File: src/rtl/seg_scan_decoder.sv
// Purpose : recover hex digits from a scanned, active-low 7-segment bus
//           (seg_n + an_n) and publish them after repeated identical frames.
// Latency : a digit is sampled on the SETTLE_CYCLES-th stable edge. A frame
//           completed at edge E is compared at E+1, where value, digit_err
//           and valid change. update is high for the cycle after E+1.
// Backpressure: none. The display bus cannot be stalled, so digits that
//           dwell too briefly are simply never sampled.
// Ports   : clk, rst_n (async active-low), seg_n[6:0] (bit0=a..bit6=g),
//           an_n[NUM_DIGITS-1:0] (one low bit selects a digit),
//           value[4*NUM_DIGITS-1:0], digit_err[NUM_DIGITS-1:0], valid, update.
module seg_scan_decoder #(
  parameter int NUM_DIGITS    = 4,
  parameter int SETTLE_CYCLES = 2,
  parameter int STABLE_FRAMES = 3
) (
  input  logic                    clk,
  input  logic                    rst_n,
  input  logic [6:0]              seg_n,
  input  logic [NUM_DIGITS-1:0]   an_n,
  output logic [4*NUM_DIGITS-1:0] value,
  output logic [NUM_DIGITS-1:0]   digit_err,
  output logic                    valid,
  output logic                    update
);

  localparam int IW = (NUM_DIGITS > 1) ? $clog2(NUM_DIGITS) : 1;
  localparam int CW = $clog2(SETTLE_CYCLES + 1);
  localparam int FW = $clog2(STABLE_FRAMES + 1);
  localparam int WW = 5 * NUM_DIGITS;  // {errors, nibbles}

  typedef enum logic [1:0] {IDLE, SETTLE, HELD} state_t;

  // Inverse of the segment encoder. Returns {err, nibble}.
  function automatic logic [4:0] decode(input logic [6:0] s_n);
    logic [6:0] s;
    s = ~s_n;
    case (s)
      7'h3F: decode = 5'h00;
      7'h06: decode = 5'h01;
      7'h5B: decode = 5'h02;
      7'h4F: decode = 5'h03;
      7'h66: decode = 5'h04;
      7'h6D: decode = 5'h05;
      7'h7D: decode = 5'h06;
      7'h07: decode = 5'h07;
      7'h7F: decode = 5'h08;
      7'h6F: decode = 5'h09;
      7'h77: decode = 5'h0A;
      7'h7C: decode = 5'h0B;
      7'h39: decode = 5'h0C;
      7'h5E: decode = 5'h0D;
      7'h79: decode = 5'h0E;
      7'h71: decode = 5'h0F;
      default: decode = 5'h10;
    endcase
  endfunction

  state_t                  st;
  logic [CW-1:0]           cnt;
  logic [IW-1:0]           cur_idx;
  logic [6:0]              cur_seg;
  logic [4*NUM_DIGITS-1:0] nib_buf, nib_next;
  logic [NUM_DIGITS-1:0]   err_buf, err_next, seen, seen_next;
  logic [WW-1:0]           frm, cand;
  logic                    frm_vld;
  logic [FW-1:0]           fcnt, fcnt_next;
  logic                    commit;

  // Anode qualification: exactly one low bit.
  logic          an_ok;
  logic [IW-1:0] an_idx;
  logic [3:0]    nlow;
  always_comb begin
    nlow   = 4'd0;
    an_idx = '0;
    for (int i = 0; i < NUM_DIGITS; i++) begin
      if (!an_n[i]) begin
        nlow   = nlow + 4'd1;
        an_idx = IW'(i);
      end
    end
    an_ok = (nlow == 4'd1);
  end

  logic       same;
  logic [4:0] dec;
  assign same = (an_idx == cur_idx) && (seg_n == cur_seg);
  assign dec  = decode(cur_seg);

  // Frame buffer contents if the latched digit were sampled this cycle.
  always_comb begin
    nib_next = nib_buf;
    err_next = err_buf;
    seen_next = seen;
    nib_next[4*cur_idx +: 4] = dec[3:0];
    err_next[cur_idx]        = dec[4];
    seen_next[cur_idx]       = 1'b1;
  end

  // Scan tracker. cnt counts stable edges since the latch; the edge on
  // which it would reach SETTLE_CYCLES is the sample edge. Any change
  // (including one on a would-be sample edge) restarts settling instead.
  always_ff @(posedge clk or negedge rst_n) begin
    if (!rst_n) begin
      st      <= IDLE;
      cnt     <= '0;
      cur_idx <= '0;
      cur_seg <= '0;
      nib_buf <= '0;
      err_buf <= '0;
      seen    <= '0;
      frm     <= '0;
      frm_vld <= 1'b0;
    end else begin
      frm_vld <= 1'b0;
      if (!an_ok) begin
        st <= IDLE;  // blanking keeps seen and the partial frame
      end else begin
        case (st)
          IDLE: begin
            st      <= SETTLE;
            cnt     <= '0;
            cur_idx <= an_idx;
            cur_seg <= seg_n;
          end
          SETTLE: begin
            if (!same) begin
              cnt     <= '0;
              cur_idx <= an_idx;
              cur_seg <= seg_n;
            end else if (cnt == CW'(SETTLE_CYCLES - 1)) begin
              st      <= HELD;
              nib_buf <= nib_next;
              err_buf <= err_next;
              if (&seen_next) begin
                frm     <= {err_next, nib_next};
                frm_vld <= 1'b1;
                seen    <= '0;
              end else begin
                seen    <= seen_next;
              end
            end else begin
              cnt <= cnt + 1'b1;
            end
          end
          HELD: begin
            if (!same) begin
              st      <= SETTLE;
              cnt     <= '0;
              cur_idx <= an_idx;
              cur_seg <= seg_n;
            end
          end
          default: st <= IDLE;
        endcase
      end
    end
  end

  // Stability filter: saturating run length of identical frames.
  always_comb begin
    if (frm == cand)
      fcnt_next = (fcnt == FW'(STABLE_FRAMES)) ? fcnt : fcnt + 1'b1;
    else
      fcnt_next = FW'(1);
    commit = frm_vld && (fcnt_next >= FW'(STABLE_FRAMES)) &&
             (!valid || (frm != {digit_err, value}));
  end

  always_ff @(posedge clk or negedge rst_n) begin
    if (!rst_n) begin
      cand      <= '0;
      fcnt      <= '0;
      value     <= '0;
      digit_err <= '0;
      valid     <= 1'b0;
      update    <= 1'b0;
    end else begin
      update <= commit;
      if (frm_vld) begin
        cand <= frm;
        fcnt <= fcnt_next;
      end
      if (commit) begin
        value     <= frm[4*NUM_DIGITS-1:0];
        digit_err <= frm[WW-1:4*NUM_DIGITS];
        valid     <= 1'b1;
      end
    end
  end

endmodule

File: config.mk
export PLATFORM = sky130hd
export DESIGN_NAME = seg_scan_decoder
export DESIGN_NICKNAME = d
export VERILOG_FILES = /design/src/rtl/seg_scan_decoder.sv
export SDC_FILE = /design/constraint.sdc
export NUM_CORES = 1
export LEC_CHECK = 0
export BUFFER_PORTS_ARGS = -buffer_cell sky130_fd_sc_hd__buf_4
export CAP_MARGIN = 25
export CORE_ASPECT_RATIO = 1.75
export CORE_MARGIN = 5
export CORE_UTILIZATION = 40
export CTS_BUF_LIST = sky130_fd_sc_hd__clkbuf_4 sky130_fd_sc_hd__clkbuf_8 sky130_fd_sc_hd__clkbuf_16
export CTS_CLUSTER_DIAMETER = 100
export DETAILED_ROUTE_END_ITERATION = 16
export PLACE_DENSITY = 0.54
export SLEW_MARGIN = 10
export SYNTH_ARGS = -nofsm -noshare
export SYNTH_HDL_FRONTEND = slang
export SYNTH_SLANG_ARGS = --single-unit
File: constraint.sdc
create_clock -name clk -period 3.58 [get_ports clk]
set_clock_uncertainty 0.15 [all_clocks]
set_input_delay 0.179 -clock clk [delete_from_list [all_inputs] [get_ports clk]]
set_output_delay 0.179 -clock clk [all_outputs]
set_load 0.02 [all_outputs]
# Word-level counts from Yosys, hierarchy flattened
# Index checks and enable logic that the tools add are counted.
totals:
  in_bits: 13
  output_inout_bits: 22
  reg_bits: 102
op_classes:
  bitwise: 2
  add_sub_neg: 6
  eq_ne: 31
  magnitude_cmp: 3
  shift: 2
  reduce_logical: 16
  mux: 33
ops:
  columns: ["cell", "n"]
  rows:
  - ["== test 7 bit (second input constant)", 12]
  - ["case mux 5 bit (16 select lines)", 1]
  - ["negation 4 -> 34 bit", 1]
  - ["variable shift 4 x 34 -> 16 bit (first input constant)", 1]
  - ["indexed part select 4 x 34 -> 16 bit", 1]
  - ["2-to-1 mux 2 bit", 12]
  - ["== test 20 bit", 1]
  - ["inequality test 20 bit", 1]
  - ["bitwise mux 16 bit", 1]
  - ["2-to-1 mux 4 bit", 4]
  - ["== test 7 x 3 -> 1 bit (second input constant)", 2]
  - ["== test 7 x 6 -> 1 bit (second input constant)", 2]
  - ["case mux 7 bit (2 select lines)", 1]
  - ["adder 4 x 1 -> 4 bit (second input constant)", 3]
  - ["inequality test 3 bit (second input constant)", 4]
  - ["case mux 2 bit (3 select lines)", 2]
  - ["AND reduction 4 bit", 3]
  - ["2-to-1 mux 1 bit", 8]
  - ["AND reduction 8 bit", 1]
  - ["== test 7 bit", 1]
  - ["2-to-1 mux 7 bit", 1]
  - ["NOT 7 bit", 1]
  - ["AND reduction 3 bit", 2]
  - ["adder 2 x 1 -> 2 bit (second input constant)", 2]
  - ["other kinds (19)", 25]

# Longest topological paths before layout
# Gate-level depths: netlist (run 1).
logic_depth:
  ltp_word: 11
  ltp_mapped: 14

# Least setup slack after synthesis (run 1)
# OpenSTA, ideal clock, no wires.
synth_path:
  path_type: "input port to flip-flop"
  start: "in an_n[0]"
  end: "reg frm[10]"
  slack_ns: 0.932
  arrival_time_ns: 2.373
  setup_time_ns: 0.125
  cell_stages: 12
  cell_sequence: "inv_1 -> ha_1 -> xnor2_1 -> ha_1 -> xnor2_1 -> a31oi_1 -> o32ai_1 -> buf_2 -> and3_1 -> buf_4 -> buf_4 -> mux2_2"
synth_between:
  elab_chain_len: 9
synth_lines:
  columns: ["element", "line", "rtl"]
  rows:
  - ["from (decl)", "19", "input logic [NUM_DIGITS-1:0] an_n,"]
  - ["2-to-1 mux 1 bit (*)", "77", "if (!an_n[i]) begin"]
  - ["adder 4 x 1 -> 4 bit", "78", "nlow = nlow + 4'd1;"]
  - ["2-to-1 mux 4 bit (*)", "77", null]
  - ["adder 4 x 1 -> 4 bit", "78", null]
  - ["2-to-1 mux 4 bit (*)", "77", null]
  - ["adder 4 x 1 -> 4 bit", "78", null]
  - ["2-to-1 mux 4 bit (*)", "77", null]
  - ["== test 4 x 1 -> 1 bit (*)", "82", "an_ok = (nlow == 4'd1);"]
  - ["AND reduction 8 bit (no source line) (*)", null, null]
  - ["to (signal assigned)", "136", "frm <= {err_next, nib_next};"]
  - ["to (decl)", "64", "logic [WW-1:0] frm, cand;"]
# Mark *: on every way between the ends. The rest lies on a longest branch, timed or not.
# A chain may end at the register's enable or synchronous reset.

# Final worst setup path (run 1)
layout_path:
  start: "reg frm[17]"
  end: "reg value[15]"
layout_between:
  elab_chain_len: 5
  elab_cells_between_ends: 7
  cone_classes: "order compare (1); eq/ne (2); mux (1); reduce/logical (3)"
layout_lines:
  columns: ["element", "line", "rtl"]
  rows:
  - ["== test 20 bit", "162", "if (frm == cand)"]
  - ["2-to-1 mux 2 bit", "162", null]
  - ["greater-or-equal comparator 2 bit", "166", "commit = frm_vld && (fcnt_next >= FW'(STABLE_FRAMES)) &&"]
  - ["logical AND 1 bit", "166", null]
  - ["logical AND 1 bit (*)", "166", null]
  - ["to (signal assigned)", "185", "value <= frm[4*NUM_DIGITS-1:0];"]
  - ["to (decl)", "20", "output logic [4*NUM_DIGITS-1:0] value,"]
# Marked as above.

==> qor.csv, run 1 <==
stage,metric,value,unit
clocking,Root Driver,clkbuf_16,
final_layout,share of cells above drive strength 1,0.250,
power,power density over the cells,470,nW/um^2
sta,Final Max Tran Viols,0,
yosys,Mapped Nets,533,
clocking,CTS tree,done,
final_layout,n_diodes,0,
die,# rows,57,
global_routing,largest net degree at the start of global routing,67,
final_layout,"commonest non-fill, non-tap cells in the layout","102 x dfrtp_1, 50 x mux2_2, 50 x buf_4",
yosys,sequential cell area fraction in the yosys report,0.452,
drt,DRC,0,
yosys,Synth Area in Compound Gates,0.128,
drt,wire per inst,17.7,um
run,max-cap viol count,0,
yosys,Yosys reg bits,102,
yosys,YS warnings,0,
sta,fin crit period,3000,ps
sta,RSZ-0062 raised after global routing,no,
worst_setup_path,CP peak stage delay,850,ps
worst_setup_path,crit-path leading delay family,compound AO/OA/AOI/OAI gates,
die,number of top-level pins,35,
global_routing,met1 usage,0.186,
yosys,post-synthesis simple-gate area fraction,0.125,
sta,Worst-Margin Slew,930,ps
yosys,Cell variety after synth,62,
yosys,ys flop type,dfrtp_1,
place,Placed Cells incl. Taps,705,
global_routing,Total Routing Usage GR,0.161,
yosys,Synth Area in Adders,0.0377,
sta,Final Hold Viols,0,
drt,Final ANT Viol Nets,0,
place,hpwl dp,9.56,mm
die,core region area,13900,sq um
global_routing,vias in the first global route,4024,
worst_setup_path,critical path launch point type,flip-flop,
drt,vias per inst,5.52,
global_routing,M2 GR Usage,0.289,
yosys,Post-synth EDFFs,0,
clocking,"Clk pin slew, worst setup/hold paths",70,ps
worst_setup_path,CP endpoint kind,flip-flop,
sta,Tcrit/Tclk final,0.838,
yosys,multiplexer share of the synthesized area,0.139,
global_routing,number of antenna violations at the first check in global routing,0,
sta,setup violators final,0,
final_layout,area grow syn2layout,15.1,%
worst_setup_path,WP buf/inv,1,
drt,DR iter-0 viols,253,
yosys,Post-Synth XOR/XNOR Area,0.0807,
min_path,worst min path class,in -> reg,
final_layout,Filler cells,1284,
worst_setup_path,Worst Path Required,3660,ps
place,routability cong.,0.775,
clocking,CTS max path bufs,2,
global_routing,first-pass GRT wire length,21.2,mm
die,Die ar.,16700,sq um
place,IO Port Bufs,34,
drt,iteration count of the initial detailed-routing pass,4,
final_layout,Non-Filler Instances,729,
status,outcome,"complete, no violations",
yosys,Synth async-reset ratio,1.00,
worst_setup_path,Worst Path Arrival,3080,ps
drt,DRT Wirelength,12.9,mm
final_layout,"commonest non-fill, non-tap cell in the layout",dfrtp_1,
clocking,CTS sink count,102,
worst_setup_path,"Slowest-stage cell, CP",a2111oi_4,
yosys,Mapped Area,5640,sq um
die,initial core utilization,0.406,
power,VDD IR max,0.000311,V
worst_setup_path,CP cell instances,"xor2_1, nor4_2, nand2_1, a2111oi_4, buf_4, mux2_2",
yosys,average cell area after synthesis,11.2,sq um
die,die width,99.8,um
drt,vias after detailed routing,4022,
global_routing,gr busiest metal,met2,
clocking,worst skew pair latency,350,ps
sta,setup tns final,0,ps
sta,Slew HR,0.375,
worst_setup_path,critical path class,reg -> reg,
yosys,Gate Count Post-Synth,503,
global_routing,grt total ovfl,0,
clocking,setup bufs post-CTS,0,
global_routing,met3 Use GR,0.0229,
power,Static Leak,3.13,nW
final_layout,NumNets Final,577,
worst_setup_path,worst-path fanout max,11,
clocking,Post-CTS Resized,0,
sta,FMAX,0.333,GHz
clocking,H-tree depth,3,
die,Die Y-Extent,167,um
clocking,CTS Buf Count,9,
yosys,largest family of logic cells by synthesized area,multiplexers,
## worst paths after layout
| path | from | end | slack [ps] | cells past startpoint |
|---|---|---|---|---|
| worst max-delay path | frm[17] | value[15] | 580 | 6 |
| worst min-delay path | an_n[2] | cur_idx[1] | 40 | 3 |
| worst max register to register | frm[17] | value[15] | 580 | 6 |
| worst min register to register | cnt[0] | cnt[0] | 330 | 1 |
| max in group asynchronous | rst_n | cand[14] | 2150 | 3 |
| min in group asynchronous | rst_n | value[5] | 310 | 2 |
## Yosys cell counts (3+ instances only)
master	n	area share
dfrtp_1	102	0.45
mux2_2	50	0.10
xor2_1	34	0.053
nand2_1	28	0.019
a31oi_1	20	0.022
inv_1	19	0.013
o21ai_0	19	0.017
xnor2_1	18	0.028
ha_1	17	0.038
nand3_1	17	0.015
o31ai_1	16	0.021
clkbuf_1	15	0.010
a22o_1	11	0.017
mux2_4	10	0.027
a21oi_1	9	0.0080
nand2b_1	8	0.0089
nand4_1	8	0.0089
mux2i_1	7	0.012
nor2_1	7	0.0047
nor3b_1	7	0.0093
nor4_1	7	0.0078
nor3_1	6	0.0053
nor4b_1	5	0.0078
nor4_2	4	0.0089
and3_1	3	0.0033
buf_2	3	0.0027
buf_4	3	0.0040
clkinv_1	3	0.0020
o22ai_1	3	0.0033
or3_1	3	0.0033
## stage by stage
stage	utilization	area, sq um	setup WS, ps	total power (W)	hold slack [ps]
6_report	0.467	6490	580	0.00305	44.1
3_3_place_gp	0.440	6120	632	0.00208	197
2_1_floorplan	-	5640	932	0.00187	-267
4_1_cts	0.467	6490	533	0.00308	39.7
3_5_place_dp	0.440	6120	559	0.00209	198
5_1_grt	0.467	6490	375	0.00321	60.5
## metal layers
metal,share of wire,vias up
met2,0.54,88
met4,0.028,0
met3,0.031,20
met5,0,-
li1,-,1926
met1,0.40,1988
## worst reg2reg max path, stage by stage, from the launching register on
cell,delay [ps]
dfrtp_1,440
xor2_1,170
nor4_2,340
nand2_1,230
a2111oi_4,850
buf_4,350
mux2_2,360
## layout make-up
class / count / area, sq um / share of cell area
Multi-Input combinational cell: 354 / 2890 / 0.445
Sequential cell: 102 / 2550 / 0.393
Timing Repair Buffer: 58 / 455 / 0.0701
Clock buffer: 10 / 239 / 0.0368
Tap cell: 177 / 221 / 0.0341
Inverter: 22 / 82.6 / 0.0127
Clock inverter: 6 / 55.1 / 0.00848
## report_power, final
| part | total (W) | internal, W | switching, W |
|---|---|---|---|
| Combinational | 0.000718 | 0.000285 | 0.000433 |
| Sequential | 0.00136 | 0.00120 | 0.000157 |
| Clock | 0.000975 | 0.000504 | 0.000471 |
## state kept, by name, indices dropped and copies added (netlist names)
name and cells:
cand 20, cnt 2, cur_idx 2, cur_seg 7, digit_err 4, err_buf 4
fcnt 2, frm 20, frm_vld 1, nib_buf 16, seen 4, st 2
update 1, valid 1, value 16
## cell families (layout without fill, tap and decap cells)
kind of cell               Yosys count  in the layout
and+or+nand+nor                    119            119
DFF                                102            102
xor gates and xnor gates            52             52
AOI/OAI and AO/OA                   99             99
adders and majority gates           17             17
buffers and inverters               47             96
muxes                               67             67
## what timing repair did
| item | in CTS | in global routing |
|---|---|---|
| hold buffers | 8 | 0 |
| endpoints found under the setup margin | 0 | 0 |
| hold endpoints to repair | 71 | 0 |
(Power assumes the default switching activity.)
==> run 2, diff against run 1 <==
--- a/config.mk
+++ b/config.mk
@@ -13,7 +13,7 @@
 export CTS_BUF_LIST = sky130_fd_sc_hd__clkbuf_4 sky130_fd_sc_hd__clkbuf_8 sky130_fd_sc_hd__clkbuf_16
 export CTS_CLUSTER_DIAMETER = 100
 export DETAILED_ROUTE_END_ITERATION = 16
-export PLACE_DENSITY = 0.54
+export PLACE_DENSITY = 0.57
 export SLEW_MARGIN = 10
 export SYNTH_ARGS = -nofsm -noshare
 export SYNTH_HDL_FRONTEND = slang
==> constraint.sdc (replaced) <==
create_clock -name clk -period 2.6 [get_ports clk]
set_clock_uncertainty 0.15 [all_clocks]
set_input_delay 0.13 -clock clk [delete_from_list [all_inputs] [get_ports clk]]
set_output_delay 0.13 -clock clk [all_outputs]
set_load 0.02 [all_outputs]
==> run 2 against run 1 <==
Register-to-register slack got worse by 420 ps. Die area unchanged. Global-route usage is 0.38 points higher. Worst setup slack lost 430 ps. Routed wire length rose by 1.6%. Total power is 48% higher. Count of clock-buffer cells in the layout fell by 1. Largest cell class unchanged.
==> qor.csv, run 2 (synthesized netlist as in run 1, its figures left out) <==
stage,metric,value,unit
global_routing,vias in the first global route,4314,
power,Int Power,0.00301,W
drt,wire per inst,17.5,um
clocking,CTS sink count,102,
sta,Slew HR,0.639,
die,Die ar.,16700,sq um
clocking,"Clk pin slew, worst setup/hold paths",70,ps
worst_setup_path,critical path class,in -> reg,
final_layout,n_diodes,0,
sta,Final Hold Viols,0,
die,Die Y-Extent,167,um
clocking,Root Driver,clkbuf_16,
global_routing,largest net degree at the start of global routing,56,
power,power density over the cells,668,nW/um^2
place,placed cell areas,6300,sq um
drt,Final ANT Viol Nets,0,
sta,Final WS setup,146,ps
final_layout,"commonest non-fill, non-tap cell in the layout",dfrtp_1,
die,die width,99.8,um
global_routing,first-pass GRT wire length,21.9,mm
clocking,CTS Buf Count,9,
place,hpwl dp,9.86,mm
clocking,H-tree depth,3,
power,Static Leak,3.26,nW
final_layout,Final Instance Area,6750,sq um
global_routing,Total Routing Usage GR,0.164,
run,max-cap viol count,0,
drt,vias after detailed routing,4111,
status,outcome,"complete, no violations",
final_layout,area grow syn2layout,19.6,%
die,initial core utilization,0.406,
power,Net Switching,0.00150,W
final_layout,Filler cells,1302,
global_routing,number of antenna violations at the first check in global routing,0,
sta,Final Max Tran Viols,0,
drt,vias per inst,5.48,
place,Placed Cells incl. Taps,723,
die,number of top-level pins,35,
clocking,worst skew pair latency,350,ps
final_layout,Non-Filler Instances,750,
drt,DRC,0,
power,register share of total power,0.390,
final_layout,biggest regs,"cand x20, frm x20",
power,Logic pwr share,0.281,
drt,DR iter-0 viols,136,
place,routability cong.,0.859,
sta,setup violators final,0,
worst_setup_path,Worst Path Arrival,2530,ps
power,VDD IR max,0.000507,V
die,core region area,13900,sq um
worst_setup_path,critical path launch point type,primary input,
sta,Tcrit/Tclk final,0.944,
sta,RSZ-0062 raised after global routing,no,
sta,Worst-Margin Slew,540,ps
worst_setup_path,Worst Path Required,2680,ps
drt,iteration count of the initial detailed-routing pass,4,
clocking,CTS tree,done,
power,Clock power frac,0.329,
clocking,CTS max path bufs,2,
place,IO Port Bufs,34,
sta,FMAX,0.408,GHz
sta,fin crit period,2450,ps
place,setup slack at placement,-55.5,ps
die,# rows,57,
worst_setup_path,CP peak stage delay,530,ps
final_layout,NumNets Final,598,
final_layout,"commonest non-fill, non-tap cells in the layout","102 x dfrtp_1, 64 x buf_4, 50 x mux2_2",
worst_setup_path,CP cell instances,"dlygate4sd3_1, buf_4, xor2_1, nor4_2, a21boi_2, a311oi_4, buf_12, mux2_2",
global_routing,grt total ovfl,0,
worst_setup_path,"Slowest-stage cell, CP",dlygate4sd3_1,
power,sw frac,0.332,
worst_setup_path,worst-path fanout max,9,
min_path,worst min path class,in -> async,
final_layout,share of cells above drive strength 1,0.274,
clocking,setup bufs post-CTS,0,
drt,DRT Wirelength,13.1,mm
worst_setup_path,CP endpoint kind,flip-flop,
sta,WHS,74.9,ps
run 2: critical path, delay by kind of cell:
family | cells | cell delay [ps]
compound gates | 2 | 640
xor+xnor | 1 | 160
buf+inv | 3 | 840
simple gates | 1 | 490
mux | 1 | 270
run 2: power groups by stage:
stage	Sequential, W	Clock [W]	Combinational (W)
after global routing	0.00178	0.00159	0.00139
final	0.00176	0.00148	0.00127
after CTS	0.00176	0.00153	0.00126
after detailed placement	0.00179	0	0.00125
after floorplan	0.00175	0	0.000818
after global placement	0.00178	0	0.00121
run 2: final cells by class:
cell class,instances,area (sq um),share of cell area
Tap cell,177,221,0.0328
Clock buffer,9,225,0.0334
Inverter,22,82.6,0.0122
Multi-Input combinational cell,354,2890,0.429
Sequential cell,102,2550,0.378
Timing Repair Buffer,79,671,0.0994
Clock inverter,7,105,0.0156
run 2: repair_timing:
item | CTS | global route
endpoints found under the setup margin | 0 | 19
gates resized for setup | 0 | 1
hold buffers | 11 | 0
hold endpoints to repair | 111 | 0
run 2: layer usage:
metal  up-vias  GRT usage  routed length (um)
met5         -          0                   0
met4         0     0.0832                 531
met3        31     0.0246                 396
met2        84      0.305                7240
met1      2031      0.175                4940
li1       1965          -                   -
run 2: path summary, 6_finish.rpt:
check / slack, ps / depth (start not counted) / to / from
max reg2reg: 160 / 6 / value[9] / frm[9]
min reg2reg: 350 / 1 / cnt[0] / cnt[0]
max in group asynchronous: 1580 / 3 / cand[0] / rst_n
max: 150 / 8 / cur_seg[5] / seg_n[4]
min in group clk: 110 / 4 / cur_idx[0] / an_n[2]
min: 70 / 2 / value[6] / rst_n
run 2: stage by stage:
step / util / power [W] / TNS [ps]
final: 0.485 / 0.00451 / 0
after global routing: 0.485 / 0.00475 / 0
after CTS: 0.485 / 0.00455 / 0
after detailed placement: 0.453 / 0.00304 / -415
after global placement: 0.453 / 0.00299 / 0
after floorplan: - / 0.00257 / 0
==> run 3, diff against run 2 <==
--- a/config.mk
+++ b/config.mk
@@ -5,15 +5,15 @@
 export SDC_FILE = /design/constraint.sdc
 export NUM_CORES = 1
 export LEC_CHECK = 0
-export BUFFER_PORTS_ARGS = -buffer_cell sky130_fd_sc_hd__buf_4
-export CAP_MARGIN = 25
+export CAP_MARGIN = 20
 export CORE_ASPECT_RATIO = 1.75
 export CORE_MARGIN = 5
 export CORE_UTILIZATION = 40
 export CTS_BUF_LIST = sky130_fd_sc_hd__clkbuf_4 sky130_fd_sc_hd__clkbuf_8 sky130_fd_sc_hd__clkbuf_16
 export CTS_CLUSTER_DIAMETER = 100
 export DETAILED_ROUTE_END_ITERATION = 16
-export PLACE_DENSITY = 0.57
+export DONT_BUFFER_PORTS = 1
+export PLACE_DENSITY = 0.54
 export SLEW_MARGIN = 10
 export SYNTH_ARGS = -nofsm -noshare
 export SYNTH_HDL_FRONTEND = slang
==> run 3 against run 2 <==
Die area stayed put. Count of clock-buffer cells in the layout is 1 higher. Total power is 5.2% lower. Combinational power is 8% lower. Largest power group unchanged. Final area is 4.9% lower. Critical path depth is 2 lower. Non-clock buffer count is 37 lower. Sequential share of layout area is 2.0 points higher. First-iteration DRC count is 23% higher. The run now ends with hold timing left. Global-route usage is 0.58 points lower.
==> qor.csv, run 3 (synthesized netlist as in run 1, its figures left out) <==
stage,metric,value,unit
status,outcome,"finished, violations left",
status,failing checks,hold timing,
place,placed cell areas,6020,sq um
worst_setup_path,worst-path fanout max,19,
final_layout,n_diodes,0,
clocking,Root Driver,clkbuf_16,
drt,vias per inst,5.59,
run,max-cap viol count,0,
power,power density over the cells,666,nW/um^2
die,Die ar.,16700,sq um
sta,WHS,-687,ps
final_layout,Layout Utilization,0.461,
final_layout,"commonest non-fill, non-tap cell in the layout",dfrtp_1,
sta,RSZ-0062 raised after global routing,no,
final_layout,Filler cells,1319,
sta,fin crit period,2440,ps
die,number of top-level pins,35,
die,Die Y-Extent,167,um
power,Static Leak,3.06,nW
global_routing,largest net degree at the start of global routing,103,
die,core region area,13900,sq um
clocking,CTS max path bufs,2,
clocking,CTS Buf Count,9,
worst_setup_path,Worst Path Arrival,2530,ps
clocking,worst skew pair latency,350,ps
final_layout,storage element area,2550,sq um
worst_setup_path,crit path launch,value[9],
clocking,CTS tree,done,
sta,setup violators final,0,
final_layout,biggest regs,"cand x20, frm x20",
worst_setup_path,end of the worst register-to-register path,value[8],
final_layout,share of cells above drive strength 1,0.224,
final_layout,"commonest non-fill, non-tap cells in the layout","102 x dfrtp_1, 50 x mux2_2, 34 x xor2_1",
drt,wire per inst,18.0,um
worst_setup_path,worst reg2reg startpoint,value[9],
die,# rows,57,
global_routing,number of antenna violations at the first check in global routing,0,
drt,DRC,0,
clocking,CTS sink count,102,
final_layout,area grow syn2layout,13.8,%
die,die width,99.8,um
global_routing,grt total ovfl,0,
sta,Worst-Margin Slew,591,ps
clocking,hold buffer count at CTS,10,
sta,Slew HR,0.601,
sta,FMAX,0.409,GHz
drt,Final ANT Viol Nets,0,
min_path,worst min path class,in -> async,
worst_setup_path,critical path class,reg -> reg,
worst_setup_path,r2r setup slk,160,ps
sta,Final Hold Viols,102,
place,routability cong.,0.791,
drt,DR iter-0 viols,167,
worst_setup_path,Reg2Reg Depth,6,
drt,iteration count of the initial detailed-routing pass,4,
worst_setup_path,"Slowest-stage cell, CP",nor4_1,
final_layout,Multi-input gate area,2890,sq um
clocking,"Clk pin slew, worst setup/hold paths",80,ps
global_routing,vias in the first global route,4006,
global_routing,first-pass GRT wire length,21.0,mm
drt,DRT Wirelength,12.8,mm
worst_setup_path,CP peak stage delay,540,ps
drt,vias after detailed routing,3988,
final_layout,Final Instance Area,6420,sq um
worst_setup_path,CP cell instances,"xnor2_1, nand4_1, nor4_1, a2111oi_4, buf_12, mux2_4",
place,IO Port Bufs,0,
clocking,H-tree depth,3,
sta,Final Max Tran Viols,0,
place,hpwl dp,9.43,mm
power,VDD IR max,0.000532,V
sta,Tcrit/Tclk final,0.940,
global_routing,Total Routing Usage GR,0.158,
die,initial core utilization,0.406,
worst_setup_path,critical path launch point type,flip-flop,
final_layout,NumNets Final,561,
worst_setup_path,Worst Path Required,2690,ps
worst_setup_path,CP endpoint kind,flip-flop,
run 3: cell types whose count changed in the layout (fill, tap and decap cells not counted), sizes merged:
cell	delta
buf	-36
inv	+4
bufinv	-2
clkinv	-2
clkbuf	+1
clkinvlp	-1
dlygate4sd3	-1
run 3: worst max-delay path, delay by kind of cell, from the launching register on:
kind	cells	cell delay, ps
mux	1	300
compound gates	1	170
simple gates	2	670
buf+inv	1	210
xor+xnor	1	330
flops	1	490
run 3: worst max-delay path by stage:
stage | to | slack (ps) | cells after the start
global placement | cur_seg[3] | 110 | 10
finish | value[8] | 160 | 6
global route | value[2] | 5 | 6
detailed placement | cur_seg[2] | -4 | 10
floorplan | frm[10] | 1 | 12
CTS | value[8] | 120 | 6
run 3: metal layers:
layer,vias up,track usage,routed length (um)
met1,1994,0.176,5000
met5,-,0,0
li1,1897,-,-
met4,0,0.0589,308
met2,79,0.293,7050
met3,18,0.0296,486
run 3: through the flow:
step	cells	setup TNS [ps]	hold slack [ps]	setup WS [ps]	power [W]
after floorplan	503	0	-316	1.25	0.00257
after global placement	687	0	-312	111	0.00290
final	713	0	-687	156	0.00428
after detailed placement	687	-4.38	-312	-4.38	0.00294
after CTS	713	0	-700	119	0.00432
after global routing	713	0	-711	4.89	0.00450
run 3: what timing repair did:
item | 4_1_cts | 5_1_grt
buffers inserted | 0 | 0
resized for setup | 0 | 0
hold endpoints to repair | 111 | 102
run 3: report_power, final:
| part | internal, W | switching (W) | leakage [nW] | total, W |
|---|---|---|---|---|
| registers | 0.00165 | 0.0000933 | 1.36 | 0.00175 |
| clock network | 0.000704 | 0.000657 | 0.148 | 0.00136 |
| logic | 0.000465 | 0.000703 | 1.55 | 0.00117 |
run 3: layout make-up:
type                    instances  area share
clock buffers                  10      0.0372
clock inverters                 6     0.00897
inverters                      22      0.0129
multi-input cells             354       0.450
flip-flops and latches        102       0.398
well taps                     177      0.0345
repair buffers                 42      0.0589
